### config.mk
export PLATFORM = sky130hd
export DESIGN_NAME = kf8255_handshake_ctrl
export DESIGN_NICKNAME = d
export VERILOG_FILES = /design/src/rtl/kf8255_handshake_ctrl.sv
export SDC_FILE = /design/constraint.sdc
export NUM_CORES = 1
export LEC_CHECK = 0
export ABC_AREA = 1
export BUFFER_PORTS_ARGS = -buffer_cell sky130_fd_sc_hd__buf_2
export CORE_UTILIZATION = 35
export CTS_BUF_LIST = sky130_fd_sc_hd__clkbuf_8
export DETAILED_ROUTE_END_ITERATION = 6
export HOLD_SLACK_MARGIN = 0.02
export PLACE_DENSITY_LB_ADDON = 0.2
export SYNTH_ARGS = -nofsm -noshare
export SYNTH_HDL_FRONTEND = slang
export SYNTH_SLANG_ARGS = --single-unit
### constraint.sdc
create_clock -name clock -period 0.85 [get_ports clock]
set_clock_uncertainty 0.05 [all_clocks]
set_input_delay 0.17 -clock clock [delete_from_list [all_inputs] [get_ports clock]]
set_output_delay 0.17 -clock clock [all_outputs]
set_load 0.01 [all_outputs]
### src/rtl/kf8255_handshake_ctrl.sv
// Strobed-mode handshake sequencer for one KF8255 group port.
// Synchronises STB_n/ACK_n and maintains IBF, OBF_n, INTE and INTR for modes 1 and 2.
module kf8255_handshake_ctrl #(
   parameter int SYNC_STAGES = 2
) (
   input  logic       clock,
   input  logic       reset,
   input  logic [1:0] mode_select_reg,
   input  logic       port_io_reg,
   input  logic       update_mode,
   input  logic       read_port,
   input  logic       write_port,
   input  logic       inte_write,
   input  logic       inte_sel,
   input  logic       inte_value,
   input  logic       stb_n,
   input  logic       ack_n,
   output logic       strobe,
   output logic       hiz,
   output logic       ibf,
   output logic       obf_n,
   output logic       intr,
   output logic [4:0] status
);

   logic [SYNC_STAGES-1:0] stbSync_q;
   logic [SYNC_STAGES-1:0] ackSync_q;
   logic                   stbPrev_q;
   logic                   ackPrev_q;

   logic ibf_q,     ibf_d;
   logic obfN_q,    obfN_d;
   logic intrIn_q,  intrIn_d;
   logic intrOut_q, intrOut_d;
   logic inteIn_q,  inteIn_d;
   logic inteOut_q, inteOut_d;
   logic intr_q,    intr_d;
   logic strobe_q,  strobe_d;
   logic hiz_q,     hiz_d;

   logic modeZero;
   logic modeOne;
   logic modeTwo;
   logic inEnable;
   logic outEnable;
   logic stbSynced;
   logic ackSynced;
   logic stbFall;
   logic stbRise;
   logic ackFall;
   logic ackRise;

   // Pin synchronisers idle high so reset never looks like a strobe or acknowledge edge.
   always_ff @(posedge clock) begin
      if (reset) begin
         stbSync_q <= '1;
         ackSync_q <= '1;
         stbPrev_q <= 1'b1;
         ackPrev_q <= 1'b1;
      end else begin
         stbSync_q <= {stbSync_q[SYNC_STAGES-2:0], stb_n};
         ackSync_q <= {ackSync_q[SYNC_STAGES-2:0], ack_n};
         stbPrev_q <= stbSync_q[SYNC_STAGES-1];
         ackPrev_q <= ackSync_q[SYNC_STAGES-1];
      end
   end

   assign stbSynced = stbSync_q[SYNC_STAGES-1];
   assign ackSynced = ackSync_q[SYNC_STAGES-1];
   assign stbFall   = stbPrev_q & ~stbSynced;
   assign stbRise   = ~stbPrev_q & stbSynced;
   assign ackFall   = ackPrev_q & ~ackSynced;
   assign ackRise   = ~ackPrev_q & ackSynced;

   assign modeZero  = (mode_select_reg == 2'b00);
   assign modeOne   = (mode_select_reg == 2'b01);
   assign modeTwo   = mode_select_reg[1];
   assign inEnable  = (modeOne & port_io_reg) | modeTwo;
   assign outEnable = (modeOne & ~port_io_reg) | modeTwo;

   // Flag next-state: within each side the set event wins, then update_mode and mode 0 override everything.
   always_comb begin
      ibf_d     = ibf_q;
      obfN_d    = obfN_q;
      intrIn_d  = intrIn_q;
      intrOut_d = intrOut_q;
      inteIn_d  = inteIn_q;
      inteOut_d = inteOut_q;
      intr_d    = (inEnable & intrIn_q) | (outEnable & intrOut_q);
      strobe_d  = inEnable & ~stbSynced;
      hiz_d     = ~(modeTwo & ~ackSynced);

      if (inte_write) begin
         if (inte_sel) begin
            inteOut_d = inte_value;
         end else begin
            inteIn_d = inte_value;
         end
      end

      if (inEnable) begin
         if (read_port) begin
            ibf_d    = 1'b0;
            intrIn_d = 1'b0;
         end
         if (stbFall) begin
            ibf_d = 1'b1;
         end
         if (stbRise && ibf_q && inteIn_q) begin
            intrIn_d = 1'b1;
         end
      end

      if (outEnable) begin
         if (ackFall) begin
            obfN_d = 1'b1;
         end
         if (write_port) begin
            obfN_d    = 1'b0;
            intrOut_d = 1'b0;
         end
         if (ackRise && obfN_q && inteOut_q) begin
            intrOut_d = 1'b1;
         end
      end

      if (update_mode) begin
         ibf_d     = 1'b0;
         obfN_d    = 1'b1;
         intrIn_d  = 1'b0;
         intrOut_d = 1'b0;
         inteIn_d  = 1'b0;
         inteOut_d = 1'b0;
         intr_d    = 1'b0;
      end

      if (modeZero) begin
         ibf_d     = 1'b0;
         obfN_d    = 1'b1;
         intrIn_d  = 1'b0;
         intrOut_d = 1'b0;
         inteIn_d  = 1'b0;
         inteOut_d = 1'b0;
         intr_d    = 1'b0;
         strobe_d  = 1'b0;
         hiz_d     = 1'b1;
      end
   end

   // Flag and datapath-control registers.
   always_ff @(posedge clock) begin
      if (reset) begin
         ibf_q     <= 1'b0;
         obfN_q    <= 1'b1;
         intrIn_q  <= 1'b0;
         intrOut_q <= 1'b0;
         inteIn_q  <= 1'b0;
         inteOut_q <= 1'b0;
         intr_q    <= 1'b0;
         strobe_q  <= 1'b0;
         hiz_q     <= 1'b1;
      end else begin
         ibf_q     <= ibf_d;
         obfN_q    <= obfN_d;
         intrIn_q  <= intrIn_d;
         intrOut_q <= intrOut_d;
         inteIn_q  <= inteIn_d;
         inteOut_q <= inteOut_d;
         intr_q    <= intr_d;
         strobe_q  <= strobe_d;
         hiz_q     <= hiz_d;
      end
   end

   assign strobe = strobe_q;
   assign hiz    = hiz_q;
   assign ibf    = ibf_q;
   assign obf_n  = obfN_q;
   assign intr   = intr_q;
   assign status = {intr_q, inteIn_q, inteOut_q, ibf_q, ~obfN_q};

endmodule

# After elaboration in Yosys (flattened, before gate mapping)
# Index checks and enable logic that the tools add are counted.
[op_classes]
reduce_logical = 17
eq_ne = 1
muxes = 7
bitwise_logic = 21
[op_table]
columns = ["cell", "n"]
rows = [
  ["2-bit AND reduction", 6],
  ["1-bit AND", 10],
  ["1-bit inverter", 8],
  ["2-bit nonzero test", 4],
  ["1-bit two-way mux", 7],
  ["1-bit logical AND", 4],
  ["1-bit bitwise OR", 3],
  ["3-bit OR reduction", 1],
  ["2-bit by 1-bit == test with 1-bit output (second input constant)", 1],
  ["2-bit zero test", 1],
  ["2-bit OR reduction", 1],
]
[totals]
register_bits = 15
output_inout_bits = 10
input_bits = 13
elab_cells = 59

# Longest topological paths before layout
[logic_depth]
word_depth = 6
depth_mapped = 6
depth_no_buf = 6

# Least setup slack after synthesis
# OpenSTA, ideal clock, no wires.
[synth_path]
path_kind = "reg-to-reg"
from = "register ibf_q, in the netlist ibf"
to = "register intrIn_q"
required_ns = 0.734
stages_incl_launch_ff = 4
setup_time_ns = 0.066
path_slack_ns = 0.011
arrival_time_ns = 0.723
period_less_slack_ns = 0.839
n_path_buf = 0
cell_sequence = "dfxtp_1 nand2_1 nand3b_1 a21oi_2"
[synth_via]
elab_chain_len = 4
elab_cells_between_ends = 5
cone_classes = "mux: 1; reduce/logical: 4"
[synth_rtl]
columns = ["item", "line", "text"]
rows = [
  ["start, declared", "31", "logic ibf_q, ibf_d;"],
  ["start signal, assigned", "163", "ibf_q <= ibf_d;"],
  ["1-bit logical AND (*) (2 in a row)", "109", "if (stbRise && ibf_q && inteIn_q) begin"],
  ["2-bit nonzero test (no source line)", "--", ""],
  ["2-bit AND reduction (no source line)", "--", ""],
  ["end signal, assigned", "165", "intrIn_q <= intrIn_d;"],
  ["end, declared", "33", "logic intrIn_q, intrIn_d;"],
]
# Mark *: on every way between the ends. The rest lies on a longest branch, timed or not.
# A chain may end at the register's enable or synchronous reset.

# Worst setup path after layout
[layout_path]
from = "register obfN_q, in the netlist obf_n"
to = "output port status[0]"
[layout_via]
elab_chain_len = 1
[layout_rtl]
columns = ["item", "line", "text"]
rows = [
  ["start, declared", "32", "logic obfN_q, obfN_d;"],
  ["start signal, assigned", "164", "obfN_q <= obfN_d;"],
  ["1-bit inverter", "180", "assign status = {intr_q, inteIn_q, inteOut_q, ibf_q, ~obfN_q};"],
  ["end, declared", "23", "output logic [4:0] status"],
]
# Every way passes these cells.

==> summary.txt <==
Run status
  – Status: complete, but fails checks
  – Failing checks: design-rule violations, negative setup slack

Drt
  – Vias: roughly 510
  – Routed vias/inst: 4.31
  – DRT antenna net count: 0
  – Drt drc: 1
  – Routed WL per cell: between 8 and 9 um
  – DRT Wirelength: roughly 1.0 mm
  – Length of the first detailed-routing pass in iterations: 6
  – Starting DRT DRC Count: 4

Global routing
  – First-pass GRT wire length: ~1.5 mm
  – Largest net degree at the start of global routing: 9
  – Total global routing overflow: 0
  – Vias in the first global route: a little under 400
  – GRT Total Usage: 0.117
  – Initial antenna violation count: 0

Power and ir drop
  – Final Power: 1.43 mW
  – Worst VDD drop: just under 0.0009 V
  – Leakage: 0.420 nW
  – P per Cell Area: 1690 mW/mm^2

Logic synthesis
  – Largest cells by area after synthesis: dfxtp_1 49%, nand2_1 15%, a21oi_2 7.2%
  – Sequential fraction of the synthesis area: 0.495
  – Synth Net Count: 89
  – Netlist cell types: 14
  – Syn Inst Count: 76
  – Yosys warnings: 0
  – Syn_area_per_cell: around 8.0 um^2
  – Synthesized cell area: slightly above 600 um^2
  – Cell taking the most area after synthesis: dfxtp_1
  – Yosys reg bits: 15
  – Synth top area share: 0.495

Cells and area
  – Area Growth Syn to Fin: 39.2%
  – Most common cell after layout, fill and taps aside: nand2_1
  – Commonest cells after routing, fill and taps aside: 22 x nand2_1, 16 x buf_2, 10 x inv_1, 10 x dfxtp_1, 7 x buf_6
  – Post-layout util: 0.542
  – Nets: 117
  – Diodes inserted: 0
  – Share of cells above drive strength 1: 0.505

CTS
  – CTS tree: done
  – CTS Buffer Depth: 2
  – Clk sink count: 15
  – Root Driver: clkbuf_8
  – Clk slew on worst S/H paths: ~60 ps
  – Num CTS Buffers: 3
  – CTS H-tree depth: 1
  – Clock Latency Late Sink: between 200 and 300 ps
  – Hold Buf Count CTS: 0

Min path
  – HP Class: in2reg

Floorplanning
  – Die ar.: ~0.0019 mm^2
  – Core footprint: 0.00156 mm^2
  – Rows: 14
  – IO Pins: 23
  – Die extent in x: between 40 and 50 um
  – Initial Util: 0.389
  – Die H: 43.6 um

Placement
  – PortBufs: 22
  – HPWL after DPL: between 700 and 800 um
  – RD Place Congestion: 0.694

Worst setup path
  – Startpoint types: register
  – Arr. time, crit path: between 700 and 800 ps
  – Setup CP Type: reg2out
  – R2R setup slack: -80 ps
  – CP Max Fanout: 3
  – Element type at the critical path end: output pin
  – Critical path data required time: ~630 ps

STA
  – RSZ-0062 raised after global routing: yes
  – Final Hold Viols: 0
  – Fin crit share: 1.13
  – Final min period: slightly below 1000 ps
  – Fmax: between 1000 and 1500 MHz
  – Final setup fails: 12
  – TNS Setup: -722 ps
  – Slew @ Worst Pin: ~150 ps
  – Max-Slew Margin vs Limit: 0.899
  – Final Worst Setup Slack: -111 ps
  – Final Max Slew Viols: 0

Run
  – MaxCap Viol Count: 0
sequential cells by signal, indices dropped and copies added, names as in the netlist:
signal / flops
strobe: 1
stbPrev_q: 1
ackPrev_q: 1
hiz: 1
intr: 1
inteIn_q: 1
ibf: 1
ackSync_q: 2
inteOut_q: 1
intrIn_q: 1
obf_n: 1
intrOut_q: 1
stbSync_q: 2
cell type report:
class | instances | area, um^2
multi-input cells | 46 | 243
inverters | 11 | 41.3
clock inverters | 1 | 3.75
flip-flops and latches | 15 | 307
well taps | 16 | 20.0
fillers | 142 | 714
clock buffers | 3 | 41.3
repair buffers | 27 | 189
worst paths after layout:
kind,end,cells past startpoint,from
worst max-delay path,status[0],2,obf_n
worst max register to register,intrOut_q,6,obf_n
worst min-delay path,ackSync_q[0],2,ack_n
worst min register to register,ackSync_q[1],1,ackSync_q[0]
metal layers:
metal  part of all wire  GRT usage
met3              0.050     0.0250
met4              0.025      0.131
met5                  0          0
met2               0.46      0.155
met1               0.47      0.145
worst max-delay path, cell delays in order, from the launching register on:
cell and delay (ps):
dfxtp_2 330, inv_1 40, buf_2 120
metrics by stage:
step                worst slack [ps]  hold WS (ps)  cells  instance area [um^2]
finish                          -111          49.6    119                   845
global placement               -1.12           305    111                   714
global route                    -133          53.1    119                   845
detailed placement             -4.26           307    111                   714
CTS                             -123          45.2    118                   821
floorplan                       11.2           205     76                   607
logic make-up after synthesis:
kind of cell,after synthesis,synth area share
simple gates,40,0.301
flops,15,0.495
buf+inv,15,0.118
compound gates,6,0.0866
Yosys cell counts:
cell,n
nand2_1,24
dfxtp_1,15
inv_1,9
nand3_1,6
a21oi_2,5
buf_4,4
or2_2,4
inv_2,2
nor2_1,2
nand2_2,1
nand3b_1,1
nor2_4,1
nor3_1,1
o21ai_2,1
report_power, final:
part	switching (mW)	internal [mW]
logic	0.0712	0.0626
registers	0.00701	0.721
clock network	0.244	0.320
timing repair:
item                                    4_1_cts  5_1_grt
endpoints found under the setup margin       11       13
gates resized for setup                      11        4
pin swaps                                     3        0
buffers inserted                              3        1
Note: power is estimated with default switching activity, not from simulation.
